## src/rtl/if_stage_fifo.sv

```systemverilog
// In-order {PC, Instruction} buffer between instruction fetch and decode.
// Fetch keeps pushing while decode is frozen. Flush or reset empties the buffer. An empty buffer presents a NOP bubble.
module if_stage_fifo #(
    parameter int                 PC_W      = 32,
    parameter int                 INSTR_W   = 32,
    parameter int                 DEPTH     = 2,
    parameter logic [INSTR_W-1:0] NOP_INSTR = 32'hE000_0000,
    localparam int                PTR_W     = $clog2(DEPTH),
    localparam int                CNT_W     = $clog2(DEPTH + 1)
) (
    input  logic               clk,
    input  logic               rst,
    input  logic               flush,
    input  logic               freeze,
    input  logic               in_valid,
    output logic               in_ready,
    input  logic [PC_W-1:0]    PC_in,
    input  logic [INSTR_W-1:0] Instruction_in,
    output logic               out_valid,
    output logic [PC_W-1:0]    PC,
    output logic [INSTR_W-1:0] Instruction,
    output logic [CNT_W-1:0]   count,
    output logic               full,
    output logic               empty
);

    logic [PC_W-1:0]    pc_mem    [DEPTH];
    logic [INSTR_W-1:0] instr_mem [DEPTH];
    logic [PTR_W-1:0]   wr_ptr;
    logic [PTR_W-1:0]   rd_ptr;
    logic               push;
    logic               pop;

    assign full      = (count == CNT_W'(DEPTH));
    assign empty     = (count == '0);
    assign out_valid = !empty;

    // A full buffer still accepts a push when the head leaves in the same cycle.
    assign in_ready = !full || (!freeze && !empty);
    assign pop      = !flush && !freeze && !empty;
    assign push     = !flush && in_valid && in_ready;

    always_ff @(posedge clk) begin
        if (rst || flush) begin
            wr_ptr <= '0;
            rd_ptr <= '0;
            count  <= '0;
        end else begin
            if (push) begin
                wr_ptr <= wr_ptr + PTR_W'(1);
            end
            if (pop) begin
                rd_ptr <= rd_ptr + PTR_W'(1);
            end
            case ({push, pop})
                2'b10:   count <= count + CNT_W'(1);
                2'b01:   count <= count - CNT_W'(1);
                default: count <= count;
            endcase
        end
    end

    // Storage needs no reset; empty gating hides stale entries.
    always_ff @(posedge clk) begin
        if (!rst && push) begin
            pc_mem[wr_ptr]    <= PC_in;
            instr_mem[wr_ptr] <= Instruction_in;
        end
    end

    assign PC          = empty ? '0        : pc_mem[rd_ptr];
    assign Instruction = empty ? NOP_INSTR : instr_mem[rd_ptr];

endmodule
```

## config.mk

```make
export PLATFORM = sky130hd
export DESIGN_NAME = if_stage_fifo
export DESIGN_NICKNAME = d
export VERILOG_FILES = /design/src/rtl/if_stage_fifo.sv
export SDC_FILE = /design/constraint.sdc
export NUM_CORES = 1
export LEC_CHECK = 0
export CAP_MARGIN = 40
export CORE_ASPECT_RATIO = 1.1
export CORE_MARGIN = 1.5
export CORE_UTILIZATION = 30
export CTS_CLUSTER_DIAMETER = 50
export DETAILED_ROUTE_END_ITERATION = 8
export GPL_TIMING_DRIVEN = 0
export RECOVER_POWER = 100
export SYNTH_ARGS = -nofsm -noshare
export SYNTH_HDL_FRONTEND = slang
export SYNTH_SLANG_ARGS = --single-unit
```

## constraint.sdc

```tcl
create_clock -name clk -period 12.9 [get_ports clk]
set_input_delay 2.58 -clock clk [delete_from_list [all_inputs] [get_ports clk]]
set_output_delay 2.58 -clock clk [all_outputs]
set_load 0.05 [all_outputs]
```

==> results.ini, run 1 <==
[power_and_ir_drop]
netSwitchingFraction=0.212
vdd_drop_max_mv=0.0855
p_int_mw=0.833
switchingPower_mw=0.224
pwr-share-comb=0.071
power_mw=1.06
leakage_nw=2.57
power_density_nw_per_um2=144
pwr-share-clk=0.470
power_frac_seq=0.459

[hold_path]
min_path_type=reg2reg

[sta]
setup_violations=0
clock_skew_ns=0.00400
drv_slew=75
totalNegativeSetupSlack_ns=0
fmax_mhz=147
min_period_over_period=0.526
rsz0062_at_grt=false
relSlewSlack=-0.144
hold_viol=0
worst_slew_pin_slew_ns=1.72
fin_crit_ns=6.78

[synth]
synth_cells=301
async_flop_share=0
synth_edf_count=128
synthFlopType=edfxtp_1
synth_top_area_cell=edfxtp_1
synth_area_per_cell_sq_um=16.9
syn_nets=371
ys_seq_area_frac=0.777
synth_seq_cells=133
yosysWarnings=0
synth_top_area_frac=0.757
synth_top_cells_by_area=edfxtp_1 (76%), mux2i_1 (13%), nor2_1 (4.7%), dfxtp_1 (2.0%), buf_4 (1.0%)
synth_area_sq_um=5080
synth_cell_types=25
synth_common_cells=edfxtp_1 (128), mux2i_1 (64), nor2_1 (64)
yosysMostFrequentCell=edfxtp_1

[finish]
stdcell_count=680
fin_area_sq_um=7340
drive_gt1_frac=0.0968
area_delta_synth_final_pct=44.7
finish.net_count=532
nFillCells=1491
final_core_util=0.447

[floorplan]
dieArea_sq_um=17700
core_sq_um=16400
die_w_microns=127
initial_core_util=0.309
rows=49
pin_count=139
fp.dieH_microns=139

[cts]
cts_tree=yes
cts_buffers=17
cts_max_level=4
path_clk_slew_ns=0.05
clock_latency_ns=0.41
clock_sinks=133
postCtsSetupBuffers=0
hold_buffers=0
cts.path.max_buffers=2
cts-root-buf=clkbuf_16
ctsResizeCount=0

[global_route]
grt_pass1_vias=3367
grt_max_degree=30
antenna_found_initial=2
grt_usage=0.129
grt-ovfl-total=0
grt_pass1_wl_mm=17.1

[setup_path]
crit_arrival_ns=4.20
end_kind=primary output
crit_type=in2out
start_kind=primary input
critPathMaxFanout=4
required_ns=10.32

[run_status]
violations=max-capacitance violations, max-slew violations
status=finished with violations

[place]
io_buffers=138
placed_area_sq_um=6820
gp_congestion=0.698
hpwl_mm=7.36
place_inst=647

[drt]
avgRoutedWirePerCell_microns=15.9
drt_iter0_markers=69
routed_wl_mm=10.8
via_per_inst=4.41
ant_nets=0
route.detailed.drc=0
firstDrtPassIters=4
dr_total_vias=2996

[flow_run]
drv_cap=3

## worst max-delay path, stage by stage
cell and delay (ns):
dlygate4sd3_1 0.59, nand3b_1 0.14, dlygate4sd3_1 0.88
## cells in the final DEF (no fill, tap or decap), drive strengths merged
cell,synthesis,layout
dlygate4sd3,0,136
edfxtp,128,128
mux2i,64,64
nor2,64,64
clkbuf,0,21
buf,15,15
clkinv,0,9
dfxtp,5,5
nand2,4,4
bufinv,0,4
nor3,3,3
a21boi,3,3
or3,2,2
clkinvlp,0,2
clkdlybuf4s50,0,2
or2,2,2
inv,2,2
o21ai,2,2
diode,0,1
and2b,1,1
nand3b,1,1
nand3,1,1
xor2,1,1
xnor2,1,1
o2bb2ai,1,1
ha,1,1
## final timing paths
path	startpoint	end	slack [ns]	cells after the start
worst min-delay path	wr_ptr$_SDFFE_PP0P_	wr_ptr$_SDFFE_PP0P_	0.50	1
worst max register to register	count[0]$_SDFFE_PP0P_	pc_mem[0][29]$_DFFE_PP_	9.39	4
worst min register to register	wr_ptr$_SDFFE_PP0P_	wr_ptr$_SDFFE_PP0P_	0.50	1
worst max-delay path	freeze	in_ready	6.12	3
## through the flow
step                      hold WS (ns)  setup WS, ns
after floorplan                  0.437          6.47
after global placement           0.444          4.66
after detailed placement         0.506          6.30
after CTS                        0.513          6.29
after global routing             0.520          6.07
final                            0.497          6.12
## registers in the layout, summed over array words and instances, names as in the netlist, named ones only
register / flops
wr_ptr: 1
count: 2
instr_mem: 64
rd_ptr: 1
pc_mem: 64
## kinds of logic (layout without fill, tap and decap cells)
group           Yosys count  after routing  share of synthesized area
other cells               0              1                          0
xor+xnor                  2              2                    0.00345
mux                      64             64                      0.126
simple gates             78             78                     0.0621
buf+inv                  17            191                     0.0209
fa+ha+maj                 1              1                    0.00246
flops                   133            133                      0.777
compound gates            6              6                    0.00813
## power groups by stage
stage	clock network [mW]	logic, mW	registers (mW)
floorplan	0	0.0397	0.495
global placement	0	0.0813	0.495
detailed placement	0	0.0850	0.494
CTS	0.508	0.0854	0.485
global route	0.529	0.0808	0.486
finish	0.497	0.0755	0.485
## cell type report
type | instances | area (sq um) | area share
antenna | 1 | 2.50 | 0.000341
buffer | 15 | 98.8 | 0.0135
clock buffer | 17 | 425 | 0.0579
clock inverter | 15 | 188 | 0.0256
inverter | 2 | 7.51 | 0.00102
multi-input combinational | 151 | 1030 | 0.140
sequential | 133 | 3940 | 0.537
tap | 204 | 255 | 0.0348
timing repair buffer | 142 | 1400 | 0.190
## per-layer routing
layer  share of wire  up-vias  track usage
li1                -     1436            -
met1            0.41     1457        0.145
met2            0.53       90        0.225
met3           0.051       11       0.0415
met4           0.013        2       0.0574
met5         0.00092        -            0
Power figures use the tool's default switching activity.
==> inputs of run 2 (changes only) <==
clock period = 6.3 ns   (was 12.9 ns; I/O delays follow)
==> results of run 2 <==
Same layout as run 1 (identical final DEF). Status: finished with violations: max-capacitance violations, max-slew violations.
Among the figures that moved: setup slack after placement 6.30 ns -> 2.34 ns; setup slack after layout 6.12 ns -> 1.68 ns; start point of the critical path freeze -> flush; end point of the critical path in_ready -> pc_mem[0][29]$_DFFE_PP_; register-to-register setup slack 9.39 ns -> 2.79 ns; total power 1.06 mW -> 2.17 mW; worst IR drop on VDD 0.0855 mV -> 0.175 mV
